### src/rtl/cpu_pkg.sv
// Shared CPU definitions: register-file geometry, the writeback request
// payload, and the writeback source selector used by the arbiter.
package cpu_pkg;

  localparam int unsigned REG_ADDR_W = 5;
  localparam int unsigned DATA_W     = 32;
  localparam int unsigned NUM_REGS   = 1 << REG_ADDR_W;

  typedef struct packed {
    logic [REG_ADDR_W-1:0] wa;
    logic [DATA_W-1:0]     wd;
  } wb_req_t;

  typedef enum logic [1:0] {
    SEL_NONE,
    SEL_PIPE,
    SEL_QUEUE
  } wb_sel_t;

endpackage

### src/rtl/wb_fifo.sv
// Small FIFO of pending writeback requests.
// Ports:
//   clk, rst          clock, asynchronous active-high reset (empties queue)
//   push, push_data   enqueue one request (ignored when full)
//   pop               dequeue the head (ignored when empty)
//   head              current head entry (valid when !empty)
//   full, empty       occupancy flags
module wb_fifo
  import cpu_pkg::*;
#(
  parameter int unsigned DEPTH = 2
) (
  input  logic    clk,
  input  logic    rst,
  input  logic    push,
  input  wb_req_t push_data,
  input  logic    pop,
  output wb_req_t head,
  output logic    full,
  output logic    empty
);

  localparam int unsigned PW = (DEPTH > 1) ? $clog2(DEPTH) : 1;
  localparam logic [PW:0] FULL_CNT = (PW+1)'(DEPTH);

  wb_req_t       mem [DEPTH];
  logic [PW-1:0] wr_ptr;
  logic [PW-1:0] rd_ptr;
  logic [PW:0]   count;
  logic          do_push;
  logic          do_pop;

  assign full    = (count == FULL_CNT);
  assign empty   = (count == '0);
  assign do_push = push && !full;
  assign do_pop  = pop && !empty;
  assign head    = mem[rd_ptr];

  // Storage carries no reset; only pointers and count define validity.
  always_ff @(posedge clk) begin
    if (do_push) begin
      mem[wr_ptr] <= push_data;
    end
  end

  // DEPTH is a power of two, so plain pointer overflow wraps modulo DEPTH.
  always_ff @(posedge clk or posedge rst) begin
    if (rst) begin
      wr_ptr <= '0;
      rd_ptr <= '0;
      count  <= '0;
    end else begin
      if (do_push) begin
        wr_ptr <= wr_ptr + 1'b1;
      end
      if (do_pop) begin
        rd_ptr <= rd_ptr + 1'b1;
      end
      case ({do_push, do_pop})
        2'b10:   count <= count + 1'b1;
        2'b01:   count <= count - 1'b1;
        default: count <= count;
      endcase
    end
  end

endmodule

### src/rtl/reg_wb_arbiter.sv
// Register-file writeback arbiter with pending-write scoreboard.
// Merges the single-cycle pipeline writeback with a queue of long-latency
// writes onto one registered register-file write port. A starvation counter
// forces a one-cycle pipe_stall so queued writes cannot be denied forever.
// Ports:
//   clk, rst                  clock, asynchronous active-high reset
//   pipe_we/pipe_wa/pipe_wd   pipeline writeback request (no handshake)
//   ll_valid/ll_wa/ll_wd      long-latency write request
//   ll_ready                  queue can accept a long-latency write
//   iss_valid/iss_wa          long-latency op issued; marks iss_wa pending
//   q_ra1/q_ra2, q_busy1/2    scoreboard queries (combinational)
//   rf_we/rf_wa/rf_wd         registered register-file write port
//   pipe_stall                registered; upstream holds writeback while high
module reg_wb_arbiter
  import cpu_pkg::*;
#(
  parameter int unsigned LL_DEPTH     = 2,
  parameter int unsigned STARVE_LIMIT = 7
) (
  input  logic                  clk,
  input  logic                  rst,
  input  logic                  pipe_we,
  input  logic [REG_ADDR_W-1:0] pipe_wa,
  input  logic [DATA_W-1:0]     pipe_wd,
  input  logic                  ll_valid,
  input  logic [REG_ADDR_W-1:0] ll_wa,
  input  logic [DATA_W-1:0]     ll_wd,
  output logic                  ll_ready,
  input  logic                  iss_valid,
  input  logic [REG_ADDR_W-1:0] iss_wa,
  input  logic [REG_ADDR_W-1:0] q_ra1,
  input  logic [REG_ADDR_W-1:0] q_ra2,
  output logic                  q_busy1,
  output logic                  q_busy2,
  output logic                  rf_we,
  output logic [REG_ADDR_W-1:0] rf_wa,
  output logic [DATA_W-1:0]     rf_wd,
  output logic                  pipe_stall
);

  localparam int unsigned SW = (STARVE_LIMIT > 1) ? $clog2(STARVE_LIMIT) : 1;
  localparam logic [SW-1:0] STARVE_LAST = SW'(STARVE_LIMIT - 1);
  localparam logic [NUM_REGS-1:0] BUSY_MASK = ~NUM_REGS'(1);

  wb_req_t             q_head;
  wb_req_t             q_in;
  logic                q_full;
  logic                q_empty;
  logic                q_push;
  logic                q_pop;
  wb_sel_t             sel;
  logic [SW-1:0]       starve_cnt;
  logic                starve_hit;
  logic [NUM_REGS-1:0] busy;
  logic [NUM_REGS-1:0] busy_set;
  logic [NUM_REGS-1:0] busy_clr;

  // ll_ready depends only on stored occupancy (and reset), never on ll_valid.
  assign ll_ready = !rst && !q_full;
  assign q_push   = ll_valid && ll_ready && (ll_wa != '0);
  assign q_pop    = (sel == SEL_QUEUE);
  assign q_in     = '{wa: ll_wa, wd: ll_wd};

  wb_fifo #(
    .DEPTH(LL_DEPTH)
  ) u_fifo (
    .clk      (clk),
    .rst      (rst),
    .push     (q_push),
    .push_data(q_in),
    .pop      (q_pop),
    .head     (q_head),
    .full     (q_full),
    .empty    (q_empty)
  );

  // Stall cycle gives the queue head absolute priority and drops pipe_we.
  always_comb begin
    sel = SEL_NONE;
    if (pipe_stall && !q_empty) begin
      sel = SEL_QUEUE;
    end else if (pipe_we && !pipe_stall && (pipe_wa != '0)) begin
      sel = SEL_PIPE;
    end else if (!q_empty) begin
      sel = SEL_QUEUE;
    end
  end

  // The counter clears on the same edge that raises pipe_stall, so reaching
  // the limit and saturating collapse into a single compare on LIMIT-1.
  assign starve_hit = !q_empty && (sel == SEL_PIPE) && (starve_cnt == STARVE_LAST);

  always_comb begin
    busy_set = '0;
    busy_clr = '0;
    if (iss_valid) begin
      busy_set[iss_wa] = 1'b1;
    end
    if (q_pop) begin
      busy_clr[q_head.wa] = 1'b1;
    end
  end

  assign q_busy1 = busy[q_ra1];
  assign q_busy2 = busy[q_ra2];

  always_ff @(posedge clk or posedge rst) begin
    if (rst) begin
      rf_we <= 1'b0;
      rf_wa <= '0;
      rf_wd <= '0;
    end else begin
      rf_we <= (sel != SEL_NONE);
      case (sel)
        SEL_PIPE: begin
          rf_wa <= pipe_wa;
          rf_wd <= pipe_wd;
        end
        SEL_QUEUE: begin
          rf_wa <= q_head.wa;
          rf_wd <= q_head.wd;
        end
        default: begin
          rf_wa <= rf_wa;
          rf_wd <= rf_wd;
        end
      endcase
    end
  end

  always_ff @(posedge clk or posedge rst) begin
    if (rst) begin
      starve_cnt <= '0;
      pipe_stall <= 1'b0;
    end else begin
      pipe_stall <= starve_hit;
      if ((sel == SEL_PIPE) && !q_empty && !starve_hit) begin
        starve_cnt <= starve_cnt + 1'b1;
      end else begin
        starve_cnt <= '0;
      end
    end
  end

  // Set is applied after clear so a same-cycle reissue keeps the bit pending.
  always_ff @(posedge clk or posedge rst) begin
    if (rst) begin
      busy <= '0;
    end else begin
      busy <= ((busy & ~busy_clr) | busy_set) & BUSY_MASK;
    end
  end

endmodule
### config.mk
export PLATFORM = sky130hd
export DESIGN_NAME = reg_wb_arbiter
export DESIGN_NICKNAME = d
export VERILOG_FILES = /design/src/rtl/cpu_pkg.sv /design/src/rtl/wb_fifo.sv /design/src/rtl/reg_wb_arbiter.sv
export SDC_FILE = /design/constraint.sdc
export NUM_CORES = 1
export LEC_CHECK = 0
export ABC_AREA = 1
export BUFFER_PORTS_ARGS = -buffer_cell sky130_fd_sc_hd__buf_2
export CELL_PAD_IN_SITES_DETAIL_PLACEMENT = 0
export CELL_PAD_IN_SITES_GLOBAL_PLACEMENT = 1
export CORE_AREA = 2 2 99 172
export DETAILED_ROUTE_END_ITERATION = 8
export DIE_AREA = 0 0 101 174
export GPL_TIMING_DRIVEN = 0
export PLACE_DENSITY = 0.76
export SLEW_MARGIN = 40
export SYNTH_ARGS = -nofsm -noshare
export SYNTH_HDL_FRONTEND = slang
export SYNTH_SLANG_ARGS = --single-unit
### constraint.sdc
create_clock -name clk -period 4 [get_ports clk]
set_clock_uncertainty 0.05 [all_clocks]
set_input_delay 1.2 -clock clk [delete_from_list [all_inputs] [get_ports clk]]
set_output_delay 1.2 -clock clk [all_outputs]
set_load 0.05 [all_outputs]
==> summary.txt <==
Timing
  • Slew headroom: 60.3%
  • RSZ-0062 raised after global routing: no
  • Slew Viols, Final: 0
  • Setup TNS: 0 ns
  • FMAX: 263 MHz
  • Worst slew pin tran: 0.593 ns
  • Final Hold Viols: 0
  • Final setup violation count: 0
  • Minimum clock period: 3.80 ns
  • Tcrit/Tclk final: 94.9%

Setup path
  • Setup crit start kind: input pin
  • Req. time, crit path: 2.75 ns
  • Worst EP arrival: 2.55 ns
  • Critical path fanouts, max: 10
  • CP Capture Type: primary output
  • WS Path Type: input pin to primary output

Route
  • Routed Antenna Nets: 0
  • DR DRC count: 0
  • Final wirelength: 18900 µm
  • First DRT Iteration DRCs: 380
  • DR vias/cell: 5.33
  • Pre-antenna DRT Iters: 5
  • DR WL/cell: 17.9 µm
  • Vias: 5650

Clocking
  • CTS tree: built
  • Worst-case clock buffer depth: 2
  • Post CTS Setup Buffer Count: 0
  • Hold Buf Count CTS: 0
  • Clk_lat worst skew: 0.41 ns
  • Reg clk slew, reported paths: 0.07 ns
  • Total CTS buffers: 17
  • Root Driver: clkbuf_16
  • CTS HTree Levels: 4
  • # clock sinks: 151
  • Number of gates resized after cts: 0

Synth
  • FF+latch count, synth: 151
  • Synth Area in XOR/XNOR: 0.655%
  • Post-Synth Simple-Gate Area: 18.4%
  • Post-synthesis instance total: 700
  • Avg Cell Area, Syn: 9.56 µm²
  • Fraction of registers with async set/reset: 51.0%
  • Netlist Area Pre-Place: 6690 µm²
  • Post-synth EDFFs: 74
  • Yosys warns: 0
  • Net Count, Synth: 801
  • Sequential-to-total area share from yosys stat: 62.0%
  • Top FF cell, synth: dfrtp_1
  • Fraction of the mapped netlist area in adder cells: 1.31%
  • Largest family of logic cells by synthesized area: simple AND/OR/NAND/NOR gates
  • Post-synth cell types: 23
  • Mux cell area share after synthesis: 0%
  • Synth Area in Compound Gates: 12.9%

Placement
  • RePlAce Congestion: 0.935
  • Inst Count DP: 1027
  • Dpl hpwl: 14600 µm
  • PortBufs: 131

Finish
  • Fill count: 1532
  • Layout area overhead: 23.6%
  • Fin util: 50.8%
  • Layout Nets: 955
  • Layout cells sized above 1: 22.4%
  • Non-filler cells, final: 1060

Power and ir drop
  • Leak: 3.53 nW
  • Pwr/cell area: 765 nW/µm²
  • Peak VDD IR: 0.440 mV

Job
  • Max_cap viols: 0

GRT
  • Initial antenna violation count: 3
  • GR peak layer: met2
  • Vias in the first global route: 5784
  • Overflow left after global routing: 0
  • Global-route wire length before repair: 29600 µm
  • Largest net degree at the start of global routing: 60
  • Grt met2 use: 43.5%
  • GRT met1 Usage: 21.2%
  • All-Layer GR Usage: 22.2%
  • Met3 Resource Use GR: 5.91%

Floorplanning
  • Core Area: 16300 µm²
  • Die H: 174 µm
  • FP Rows: 62
  • Die Wd: 101 µm
  • Initial core utilization: 41.1%
  • I/O pins: 136
  • Die area: 17600 µm²

Status
  • Status: completed

Hold path
  • Hold Crit Class: flop to flop
==> routing by layer <==
layer  up-vias  part of all wire (%)
li1       2701                     -
met1      2709                    33
met2       201                    58
met3        39                   6.2
met4         0                   3.1
met5         -                     0
==> state kept, by name, summed over array words and instances (netlist names) <==
name,flops
busy,31
rf_wa,5
rf_wd,32
u_fifo.mem,74
u_fifo.count,2
u_fifo.wr_ptr,1
starve_cnt,3
rf_we,1
pipe_stall,1
u_fifo.rd_ptr,1
==> power by group <==
group | internal [mW] | switching [mW] | total [mW] | leakage [nW]
Sequential | 2.11 | 0.276 | 2.39 | 1.57
Combinational | 0.625 | 1.74 | 2.37 | 1.68
Clock | 0.926 | 0.647 | 1.57 | 0.273
Total | 3.66 | 2.67 | 6.33 | 3.53
==> critical path, cell delays in order <==
cell     delay, ns
buf_4         0.15
inv_2         0.12
buf_4         0.19
nand2_1       0.07
nand3_1       0.08
nand3_1       0.17
nand2_1       0.12
nand2_1       0.05
nand2_1       0.05
nand2_1       0.04
nand2_1       0.04
buf_2         0.25
==> layout make-up <==
type | instances | area, µm² | share of cell area, %
clock buffers | 19 | 433 | 5.24
diodes | 1 | 2.50 | 0.0303
flip-flops and latches | 151 | 4150 | 50.2
clock inverters | 13 | 144 | 1.74
inverters | 42 | 163 | 1.97
well taps | 192 | 240 | 2.91
repair buffers | 135 | 741 | 8.96
multi-input cells | 478 | 2240 | 27.1
plain buffers | 29 | 153 | 1.85
==> synthesized netlist by cell type (all sizes together), types with 2 or more instances <==
cell type / count / share of area (%)
ha: 7 / 1.3
clkbuf: 15 / 0.84
nand2: 102 / 5.9
nor2: 112 / 6.3
buf: 14 / 1.4
xor2: 2 / 0.26
nand3: 77 / 6.1
xnor2: 3 / 0.39
dfrtp: 77 / 29
edfxtp: 74 / 33
o21ai: 98 / 7.3
a21oi: 75 / 5.6
inv: 41 / 2.3
==> layout by cell type (no fill, tap or decap), drive strengths merged <==
cell type  synthesis  layout
nor4               1       1
xor2               2       2
clkbuf            15      34
edfxtp            74      74
nor3               1       1
bufinv             0       2
nand2            102     102
nor2             112     112
buf               14     149
o21ai             98      98
clkinvlp           0       3
inv               41      46
clkinv             1       4
dfrtp             77      77
ha                 7       7
a21oi             75      75
nand3             77      77
xnor2              3       3
diode              0       1
==> through the flow <==
stage	setup slack, ns	power, mW	cell area (µm²)	hold WS [ns]
final	0.204	6.33	8270	0.425
after global routing	0.147	6.68	8270	0.470
after CTS	0.246	6.36	8270	0.430
after floorplan	-0.414	4.05	6690	0.382
after detailed placement	0.249	4.78	7690	0.420
after global placement	-0.614	4.67	7580	0.392
==> cell families after synthesis <==
| kind of cell | Yosys count |
|---|---|
| and+or+nand+nor | 293 |
| AOI/OAI and AO/OA | 173 |
| DFF | 151 |
| buffers and inverters | 71 |
| adders and majority gates | 7 |
| xor gates and xnor gates | 5 |
==> path summary, 6_finish.rpt <==
check	start	endpoint	slack, ns	cells past startpoint
setup / recovery	q_ra1[0]	q_busy1	0.20	12
hold / removal	starve_cnt[0]	starve_cnt[0]	0.43	1
setup reg to reg	pipe_stall	u_fifo.count[1]	1.62	11
max in group asynchronous	rst	rf_wd[0]	2.65	3
hold reg to reg	starve_cnt[0]	starve_cnt[0]	0.43	1
min in group asynchronous	rst	rf_wd[17]	0.68	2
No activity file was read; power rests on OpenSTA's default activity.
